`config.mk`:
```
export PLATFORM = sky130hd
export DESIGN_NAME = instr_issue
export DESIGN_NICKNAME = d
export VERILOG_FILES = /design/src/rtl/instr_issue.sv
export SDC_FILE = /design/constraint.sdc
export NUM_CORES = 1
export LEC_CHECK = 0
export BUFFER_PORTS_ARGS = -buffer_cell sky130_fd_sc_hd__buf_2
export CAP_MARGIN = 20
export CORE_MARGIN = 10
export CORE_UTILIZATION = 55
export CTS_BUF_LIST = sky130_fd_sc_hd__clkbuf_4 sky130_fd_sc_hd__clkbuf_8
export CTS_CLUSTER_SIZE = 12
export DETAILED_ROUTE_END_ITERATION = 8
export HOLD_SLACK_MARGIN = 0.05
export PLACE_DENSITY = 0.89
export RECOVER_POWER = 100
export SETUP_SLACK_MARGIN = 0.5
export SLEW_MARGIN = 25
export SYNTH_ARGS = -nofsm -noshare
export SYNTH_HDL_FRONTEND = slang
export SYNTH_SLANG_ARGS = --single-unit
```
`constraint.sdc`:
```
create_clock -name clk -period 2.3 [get_ports clk]
set_clock_uncertainty 0.2 [all_clocks]
set_input_delay 0.115 -clock clk [delete_from_list [all_inputs] [get_ports clk]]
set_output_delay 0.115 -clock clk [all_outputs]
set_load 0.01 [all_outputs]
```
`src/rtl/instr_issue.sv`:
```
// -----------------------------------------------------------------------------
// instr_issue : instruction fetch / issue unit
//
// Holds the fetch PC, reads a synchronous instruction memory (1-cycle read
// latency) and buffers the responses in a 2-entry queue (head + skid). The
// head drives the downstream valid/ready interface directly. Execute can
// redirect the fetch stream, and any undefined opcode (opcode[3]=1) halts the
// unit until reset.
//
// Ports:
//   clk, rst_n        clock (rising edge), synchronous active-low reset
//   imem_en/addr      read strobe and address toward instruction memory
//   imem_rdata        read data, valid the cycle after imem_en
//   instr_valid/ready downstream handshake; fire = valid & ready
//   instr/opcode      issued word and its top nibble
//   instr_pc          address of the issued word
//   redirect_valid/pc branch/jump redirect from execute
//   halted/illegal    fetch stopped / stopped because of an undefined opcode
// -----------------------------------------------------------------------------
module instr_issue #(
   parameter int PC_W    = 8,
   parameter int INSTR_W = 16
) (
   input  logic               clk,
   input  logic               rst_n,
   output logic               imem_en,
   output logic [PC_W-1:0]    imem_addr,
   input  logic [INSTR_W-1:0] imem_rdata,
   output logic               instr_valid,
   input  logic               instr_ready,
   output logic [INSTR_W-1:0] instr,
   output logic [3:0]         opcode,
   output logic [PC_W-1:0]    instr_pc,
   input  logic               redirect_valid,
   input  logic [PC_W-1:0]    redirect_pc,
   output logic               halted,
   output logic               illegal
);

   typedef enum logic {S_RUN, S_HALT} state_e;

   state_e               state_q, state_d;
   logic [PC_W-1:0]      fetch_pc_q, fetch_pc_d;
   logic                 pend_q, pend_d;
   logic [PC_W-1:0]      pend_pc_q, pend_pc_d;
   logic                 hd_vld_q, hd_vld_d;
   logic [INSTR_W-1:0]   hd_instr_q, hd_instr_d;
   logic [PC_W-1:0]      hd_pc_q, hd_pc_d;
   logic                 sk_vld_q, sk_vld_d;
   logic [INSTR_W-1:0]   sk_instr_q, sk_instr_d;
   logic [PC_W-1:0]      sk_pc_q, sk_pc_d;
   logic                 ill_q, ill_d;

   logic                 fire;
   logic [1:0]           occ;
   logic                 ld_vld;
   logic                 rd_to_hd;
   logic [INSTR_W-1:0]   ld_instr;
   logic [PC_W-1:0]      ld_pc;

   assign fire = hd_vld_q & instr_ready;
   // Slots committed after this cycle: head that stays, skid, in-flight read.
   assign occ  = {1'b0, hd_vld_q & ~fire} + {1'b0, sk_vld_q} + {1'b0, pend_q};

   always_comb begin
      state_d    = state_q;
      fetch_pc_d = fetch_pc_q;
      pend_d     = pend_q;
      pend_pc_d  = pend_pc_q;
      hd_vld_d   = hd_vld_q;
      hd_instr_d = hd_instr_q;
      hd_pc_d    = hd_pc_q;
      sk_vld_d   = sk_vld_q;
      sk_instr_d = sk_instr_q;
      sk_pc_d    = sk_pc_q;
      ill_d      = ill_q;
      imem_en    = 1'b0;
      ld_vld     = 1'b0;
      rd_to_hd   = 1'b0;
      ld_instr   = '0;
      ld_pc      = '0;

      if (state_q == S_RUN) begin
         if (redirect_valid) begin
            // Flush everything, including the read that returns next cycle.
            hd_vld_d   = 1'b0;
            sk_vld_d   = 1'b0;
            pend_d     = 1'b0;
            fetch_pc_d = redirect_pc;
         end else begin
            // Gated by rst_n so the strobe is quiet while reset is held.
            imem_en   = rst_n & (occ <= 2'd1);
            pend_d    = imem_en;
            pend_pc_d = fetch_pc_q;
            if (imem_en)
               fetch_pc_d = fetch_pc_q + {{(PC_W-1){1'b0}}, 1'b1};

            if (fire)
               hd_vld_d = 1'b0;

            // Head refills from skid first (older), else from the read data.
            if (!hd_vld_q || fire) begin
               if (sk_vld_q) begin
                  ld_vld   = 1'b1;
                  ld_instr = sk_instr_q;
                  ld_pc    = sk_pc_q;
                  sk_vld_d = 1'b0;
               end else if (pend_q) begin
                  ld_vld   = 1'b1;
                  rd_to_hd = 1'b1;
                  ld_instr = imem_rdata;
                  ld_pc    = pend_pc_q;
               end
            end

            if (pend_q && !rd_to_hd) begin
               sk_vld_d   = 1'b1;
               sk_instr_d = imem_rdata;
               sk_pc_d    = pend_pc_q;
            end

            if (ld_vld) begin
               if (ld_instr[INSTR_W-1]) begin
                  // Undefined opcode never reaches the head; drop all and stop.
                  state_d  = S_HALT;
                  ill_d    = 1'b1;
                  hd_vld_d = 1'b0;
                  sk_vld_d = 1'b0;
                  pend_d   = 1'b0;
               end else begin
                  hd_vld_d   = 1'b1;
                  hd_instr_d = ld_instr;
                  hd_pc_d    = ld_pc;
               end
            end
         end
      end
   end

   always_ff @(posedge clk) begin
      if (!rst_n) begin
         state_q    <= S_RUN;
         fetch_pc_q <= '0;
         pend_q     <= 1'b0;
         pend_pc_q  <= '0;
         hd_vld_q   <= 1'b0;
         hd_instr_q <= '0;
         hd_pc_q    <= '0;
         sk_vld_q   <= 1'b0;
         sk_instr_q <= '0;
         sk_pc_q    <= '0;
         ill_q      <= 1'b0;
      end else begin
         state_q    <= state_d;
         fetch_pc_q <= fetch_pc_d;
         pend_q     <= pend_d;
         pend_pc_q  <= pend_pc_d;
         hd_vld_q   <= hd_vld_d;
         hd_instr_q <= hd_instr_d;
         hd_pc_q    <= hd_pc_d;
         sk_vld_q   <= sk_vld_d;
         sk_instr_q <= sk_instr_d;
         sk_pc_q    <= sk_pc_d;
         ill_q      <= ill_d;
      end
   end

   assign imem_addr   = fetch_pc_q;
   assign instr_valid = hd_vld_q;
   assign instr       = hd_instr_q;
   assign opcode      = hd_instr_q[INSTR_W-1 -: 4];
   assign instr_pc    = hd_pc_q;
   assign halted      = (state_q == S_HALT);
   assign illegal     = ill_q;

endmodule

```
== Word-level counts from Yosys, hierarchy flattened ==
Index checks and enable logic that the tools add are counted.

* Flip-flop bits (word level): 68
* Bits in latches: 0
* RAM bits: 0
* Memory bits (read-only): 0
* Bits of input ports: 28
* Output and inout bits: 40
* Logic and storage cells: 71
* Memories kept: 0

* $add $sub $neg: 3
* $mul: 0
* Div/mod/pow operators: 0
* Order comparisons: 1
* Eq/ne operators: 0
* Shifts and indexed selects: 0
* Multiplexer cells: 37
* Bitwise logic cells: 7
* Reduce and logical (&&, ||, !) cells: 12

{| class="wikitable"
|+ Operators by type and width
! cell !! number
|-
| 2-to-1 mux 16 bit || 5
|-
| 2-to-1 mux 8 bit || 5
|-
| 2-to-1 mux 1 bit || 27
|-
| adder 8 x 1 -> 8 bit (second input constant) || 1
|-
| AND reduction 4 bit || 2
|-
| AND reduction 2 bit || 3
|-
| inverter 1 bit || 4
|-
| AND 1 bit || 3
|-
| AND reduction 3 bit || 1
|-
| nonzero test 3 bit || 1
|-
| adder 1 x 1 -> 2 bit || 1
|-
| adder 2 x 1 -> 2 bit || 1
|-
| <= comparator 2 x 1 -> 1 bit (second input constant) || 1
|-
| zero test 1 bit || 2
|-
| nonzero test 2 bit || 1
|-
| logical AND 1 bit || 1
|-
| logical OR 1 bit || 1
|}

== Logic depth before layout (Yosys ltp) ==
Gate-level depths: netlist of run 1.

* Depth after elaboration: 11
* Gate-level depth with buffers: 8
* Mapped depth without buffers: 5

== Least setup slack after synthesis of run 1 ==
Ideal clock, no wire load.

* Path kind: flip-flop to flip-flop
* From: reg hd_vld_q (netlist: instr_valid)
* To: reg sk_instr_q[0]
* Setup time: 0.116 ns
* Data arrival time: 1.506 ns
* Data required time: 1.984 ns
* Setup slack: 0.478 ns
* Cell stages (with the launch flop): 9
* Path buffers: 3
* Period minus slack after synthesis: 1.822 ns
* Cells stage by stage: dfxtp_1 > nor2b_1 > buf_4 > nor3_4 > or3_1 > buf_6 > buf_6 > mux2i_1 > nor2b_1

* Word-level cells in the longest chain between the ends: 8
* Elaborated cells on any way between the ends: 9
* Classes of those cells: 3 x mux; 1 x bitwise; 5 x reduce/logical

{| class="wikitable"
|+ Ends and longest elaborated chain
! item !! line !! RTL
|-
| start: declaration || 46 || <nowiki>logic hd_vld_q, hd_vld_d;</nowiki>
|-
| start signal: assignment || 158 || <nowiki>hd_vld_q <= hd_vld_d;</nowiki>
|-
| AND 1 bit / zero test 1 bit (equally long branches) || 61, 102 ||
|-
| logical OR 1 bit * || 102 || <nowiki>if (!hd_vld_q || fire) begin</nowiki>
|-
| 2-to-1 mux 1 bit * || 102 ||
|-
| 2-to-1 mux 1 bit * || 84 || <nowiki>if (redirect_valid) begin</nowiki>
|-
| 2-to-1 mux 1 bit * || 83 || <nowiki>if (state_q == S_RUN) begin</nowiki>
|-
| zero test 1 bit * || 116 || <nowiki>if (pend_q && !rd_to_hd) begin</nowiki>
|-
| logical AND 1 bit * || 116 ||
|-
| AND reduction 3 bit (no line) * || - ||
|-
| end signal: assignment || 162 || <nowiki>sk_instr_q <= sk_instr_d;</nowiki>
|-
| end: declaration || 50 || <nowiki>logic [INSTR_W-1:0] sk_instr_q, sk_instr_d;</nowiki>
|}

Every way passes the cells marked *; elsewhere a longest branch is shown, timed or not. The select of a mux whose other input is x is not followed.
A chain may end at the register's enable or synchronous reset.

== Worst setup path in the final report of run 1 ==
* From: reg hd_vld_q (netlist: instr_valid)
* To: reg sk_instr_q[8]

The elaborated chain is that of the path after synthesis.

==> results.ini, run 1 <==
[yosys]
synth_seq_area_share_pct = 44.1
avgSynthCellArea_sq_um = 9.33
yosysTopAreaCell = dfxtp_1
yosys_warnings = 0
synth.area.top_cells = dfxtp_1 (44%), mux2i_1 (8.1%), o211a_1 (7.5%), nand2_1 (6.2%), a22oi_1 (6.1%)
synth_flop_cell = dfxtp_1
synth-async-reset-ratio_pct = 0
synth_top_area_share_pct = 44.1
synth_edf_count = 0
synth_cell_types = 46
synthesis.area_sq_um = 3090
synthCells = 331
synth-seq-cells = 68

[timing]
final.min_clock_period_ns = 1.97
setup_viol = 0
tightest_slew_ns = 0.497
worst_slack_ns = 0.334
slew_headroom_pct = 66.8
finalHoldViolCount = 0
max_freq_ghz = 0.509
drv_slew = 0
rsz0062_at_grt = true
period_share_pct = 85.5
setup_tns_ns = 0

[setup_path]
cp_data_arrival_time_ns = 2.00
r2r_end = sk_instr_q[8]
worstReg2RegStart = instr_valid
r2r_cells = 7
cp_num_cells = 7
cp_data_required_time_ns = 2.34
critPathMaxStageDelay_ns = 0.40
path_max_fanout = 12
cp-end-kind = register
crit_start = instr_valid
cp_num_buf_inv = 2
timing.critical_path.to = sk_instr_q[8]
crit_slowest_cell = or3_4
path_cells = nor2b_1, buf_6, nor3_1, or3_4, buf_12, mux2i_1, nor2b_1
crit_family = simple AND/OR/NAND/NOR gates
startpoint_type = register
ff2ff_setup_slack_ns = 0.33
path_class = register to register
cp_common_cell = nor2b_1

[placed_design]
dp_slack_ns = 0.329
numPortBuffers = 65
dp_hpwl_mm = 5.17
gp_congestion = 0.889

[clocking]
cts-root-buf = clkbuf_8
cts.path.max_buffers = 2
clock_sinks = 68
numCtsBuffers = 9
clkTransAtPathRegs_ns = 0.08
insertion_delay_ns = 0.35
cts_tree = done
cts_htree_levels = 3

[flow_run]
cap_violations = 0

[finish]
syn2layout_area_growth_pct = 29.3
diodes = 0
nets = 453
post-route-util_pct = 72.9
final_layout_size_suffix_gt1_share_pct = 16.6

[grt]
grt_max_degree = 59
grt_pass1_vias = 2833
antenna_found_initial = 0
track_usage_pct = 19.0
grt_pass1_wl_mm = 13.8
grt_overflow = 0

[routing]
drc = 0
dr.first_iter.drc_count = 221
drt-vias-per-instance = 5.77
routed_wl_mm = 8.99
wl_per_cell_microns = 17.9
ant_nets = 0
dr.pass1.iters = 5
vias = 2892

[pwr]
p_comb_share_pct = 12.8
p_total_uw = 2570
power_frac_seq_pct = 49.1
sw_frac_of_total_pct = 26.3
ir_drop_v = 0.000373
intPower_uw = 1890
switching_power_uw = 676
leakagePower_uw = 0.00186
powerDensity_nw_per_um2 = 643
power.clock.fraction_pct = 38.1

[floorplan]
start_util_pct = 56.4
fp.coreArea_sq_um = 5470
die_h_microns = 94.9
dieArea_sq_um = 9010
num_rows = 27
die_w_microns = 94.9
ioPinCount = 68

[hold_path]
min_path_type = input port to register

[outcome]
status = finished, final reports clean

==> metal layers <==
layer / global-route usage (%) / vias up / wire length [microns] / part of all wire (%)
met3: 5.95 / 18 / 643 / 7.2
met1: 21.4 / 1388 / 3680 / 41
met4: 6.48 / 0 / 153 / 1.7
met5: 0 / - / 0 / 0
li1: - / 1359 / - / -
met2: 33.3 / 127 / 4520 / 50
==> cells by family after synthesis <==
kind of cell / Yosys count / share of synthesized area, %
buf+inv: 37 / 6.53
other cells: 1 / 0.121
fa+ha+maj: 3 / 1.09
mux: 26 / 8.47
simple gates: 110 / 17.9
flops: 68 / 44.1
compound gates: 86 / 21.8
==> per-stage QoR <==
step / hold WS (ns) / std cells / instance area, sq um
after floorplan: 0.0812 / 332 / 3090
after global placement: 0.189 / 446 / 3410
after detailed placement: 0.203 / 446 / 3410
after CTS: 0.0565 / 495 / 4010
after global routing: 0.0961 / 501 / 3990
final: 0.0791 / 501 / 3990
==> registers in the layout (all words and copies together), names as in the netlist <==
register,count
sk_instr_q,16
pend_pc_q,8
sk_pc_q,8
pend_q,1
halted,1
instr_valid,1
sk_vld_q,1
instr_pc,8
imem_addr,8
illegal,1
instr,15
==> cell usage in the layout (no fill, tap or decap), drive strengths merged, types with 2 or more instances in the layout <==
master,netlist,layout
dfxtp,68,68
clkbuf,15,52
nand2,51,51
buf,18,44
nor2b,29,29
dlygate4sd3,0,28
a22oi,25,25
mux2i,25,25
o211a,23,23
a21boi,9,9
o21ai,8,8
nor2,8,8
nor3,7,7
a21oi,6,6
inv,4,5
nor4,3,3
o22ai,3,3
nand2b,2,2
o21a,2,2
nand3,2,2
nand4,2,2
a32oi,2,2
o31ai,2,2
conb,1,2
clkinvlp,0,2
clkinv,0,2
maj3,2,2
and2,2,2
==> synthesized netlist by cell type, types with 2 or more instances <==
master	number
nor3_1	6
a32oi_1	2
buf_2	7
nand2b_1	2
o22ai_1	3
buf_6	4
nor2_1	8
nor2b_1	29
dfxtp_1	68
and2_1	2
nand2_1	51
a21oi_1	6
inv_1	3
a22oi_1	25
nor4_1	3
o31ai_1	2
buf_4	6
o211a_1	23
clkbuf_1	14
o21ai_0	8
mux2i_1	25
a21boi_0	8
o21a_1	2
nand3_1	2
==> worst min-delay path by stage <==
stage                     slack (ns)       endpoint           start  depth (start not counted)
after CTS                       0.06   imem_addr[3]  redirect_valid                          3
after floorplan                 0.08  sk_instr_q[0]   imem_rdata[0]                          2
after global placement          0.19   imem_addr[0]  redirect_pc[0]                          3
after global routing             0.1   imem_addr[3]  redirect_valid                          3
after detailed placement        0.20  sk_instr_q[2]   imem_rdata[2]                          3
final                           0.08   imem_addr[3]  redirect_valid                          3
==> final cells by class <==
class | count | area [sq um]
clock inverter | 6 | 63.8
multi-input combinational | 227 | 1540
timing repair buffer | 114 | 792
inverter | 4 | 15.0
tap | 72 | 90.1
fill | 411 | 1480
sequential | 68 | 1360
clock buffer | 10 | 131
==> what timing repair did <==
action,CTS,global route
setup endpoints to repair,45,41
setup buffers,3,5
resized for setup,12,7
hold buffers,28,0
pin swaps,2,4
endpoints found under the hold margin,44,0
cloned,2,1
==> worst register-to-register path: stages, from the launching register on <==
cell and delay (ns):
dfxtp_1 0.38, nor2b_1 0.25, buf_6 0.14, nor3_1 0.05, or3_4 0.40, buf_12 0.19, mux2i_1 0.19, nor2b_1 0.07
==> power by group through the flow <==
stage | Combinational [uW] | Clock, uW | Sequential (uW)
6_report | 329 | 978 | 1260
3_5_place_dp | 266 | 0 | 1290
2_1_floorplan | 167 | 0 | 1290
3_3_place_gp | 259 | 0 | 1280
5_1_grt | 358 | 1040 | 1260
4_1_cts | 324 | 982 | 1260
(Power assumes the default switching activity.)
==> run 2: changes to the inputs <==
- clock period: 2.3 -> 2.1 ns (I/O delays scaled with it)
==> results.ini, run 2 (synthesis results as in run 1) <==
[outcome]
status = finished, final reports clean

[pwr]
p_total_uw = 2900
ir_drop_v = 0.000536
powerDensity_nw_per_um2 = 657
leakagePower_uw = 0.00202

[hold_path]
whs_path_depth = 4
min_path_type = input port to register

[finish]
nFillCells = 329
largest_register = sk_instr_q
multi_input_comb_area_sq_um = 1700
final_layout_size_suffix_gt1_share_pct = 27.7
diodes = 0
mostFrequentLayoutCell = dfxtp_1
nets = 471
layout_common_cells = dfxtp_1 (67), nand2_1 (38), clkbuf_1 (37)
largest_reg_flops = 16
stdcell_count = 519
seqCellArea_sq_um = 1370
syn2layout_area_growth_pct = 43.1

[timing]
finalHoldViolCount = 0
max_freq_ghz = 0.527
worst_slack_ns = 0.201
setup_tns_ns = 0
final.min_clock_period_ns = 1.90
rsz0062_at_grt = true
drv_slew = 0
fin_hold_ws_ns = 0.110
period_share_pct = 90.4
setup_viol = 0

[floorplan]
fp.coreArea_sq_um = 5470
dieArea_sq_um = 9010
die_h_microns = 94.9
die_w_microns = 94.9
num_rows = 27
ioPinCount = 68
start_util_pct = 56.4

[routing]
drc = 0
dr.pass1.iters = 5
routed_wl_mm = 11.1
vias = 3127
wl_per_cell_microns = 21.5
ant_nets = 0
dr.first_iter.drc_count = 255
drt-vias-per-instance = 6.03

[placed_design]
post-place-cells = 449
numPortBuffers = 65
gp_congestion = 0.924
dp_slack_ns = 0.279
dp_hpwl_mm = 5.14

[grt]
grt_pass1_vias = 2874
grt_overflow = 0
antenna_found_initial = 0
grt_pass1_wl_mm = 14.1
track_usage_pct = 19.3
grt_max_degree = 49

[clocking]
cts-root-buf = clkbuf_8
insertion_delay_ns = 0.36
clock_sinks = 68
cts_htree_levels = 3
clkTransAtPathRegs_ns = 0.07
numCtsBuffers = 9
cts.path.max_buffers = 2
cts_tree = done

[setup_path]
cp-end-kind = register
crit_slowest_cell = dfxtp_1
r2r_cells = 6
path_max_fanout = 11
crit_family = simple AND/OR/NAND/NOR gates
cp_num_buf_inv = 2
path_cells = buf_6, nor3_1, or3_4, buf_12, mux2i_1, nor2b_1
path_class = register to register
startpoint_type = register
cp_data_required_time_ns = 2.14
cp_num_cells = 6
critPathMaxStageDelay_ns = 0.37
cp_data_arrival_time_ns = 1.94

[flow_run]
cap_violations = 0

run 2: cell types whose count changed in the layout (fill, tap and decap cells not counted), sizes merged:
cell / change
buf: +14
dlygate4sd3: +2
clkbuf: +2
clkinvlp: -1
inv: -1
clkinv: +2
run 2: worst paths after layout:
| path | from | slack [ns] | end |
|---|---|---|---|
| min reg2reg | pend_pc_q[2] | 0.30 | pend_pc_q[2] |
| max reg2reg | sk_vld_q | 0.20 | sk_instr_q[1] |
| min | redirect_valid | 0.11 | imem_addr[0] |
| max | sk_vld_q | 0.20 | sk_instr_q[1] |
run 2: routing by layer:
metal | vias to the layer above | part of all wire [%] | track usage (%)
li1 | 1403 | - | -
met1 | 1503 | 39 | 23.3
met2 | 185 | 49 | 32.5
met3 | 36 | 8.0 | 4.60
met4 | 0 | 3.4 | 7.61
met5 | - | 0 | 0
run 2: cell type report:
class                           instances  share of cell area [%]
Clock buffer                           10                    2.97
Clock inverter                          6                    1.47
Inverter                                4                   0.510
Multi-Input combinational cell        227                    38.4
Sequential cell                        68                    30.9
Tap cell                               72                    2.04
Timing Repair Buffer                  132                    23.7
run 2: repair_timing:
item | 4_1_cts | 5_1_grt
cloned | 0 | 10
endpoints found under the hold margin | 40 | 0
setup buffers | 7 | 7
pin swaps | 10 | 13
hold buffers | 30 | 0
setup endpoints to repair | 56 | 57
gates resized for setup | 17 | 77
run 2: worst register-to-register path, delay by kind of cell, from the launching register on:
kind / cells / cell delay, ns
simple gates: 3 / 0.66
flops: 1 / 0.37
mux: 1 / 0.24
buf+inv: 2 / 0.32
run 2: metrics by stage:
stage	utilization (%)	area, sq um
2_1_floorplan	-	3140
3_3_place_gp	63.0	3450
3_5_place_dp	63.0	3450
4_1_cts	74.3	4070
5_1_grt	80.7	4420
6_report	80.7	4420
run 2: power by group:
group | total [uW] | leakage [uW] | internal (uW) | switching [uW]
Combinational | 425 | 0.00137 | 203 | 222
Clock | 1090 | 0.0000996 | 561 | 530
Sequential | 1390 | 0.000553 | 1340 | 50.2
Total | 2900 | 0.00202 | 2100 | 802
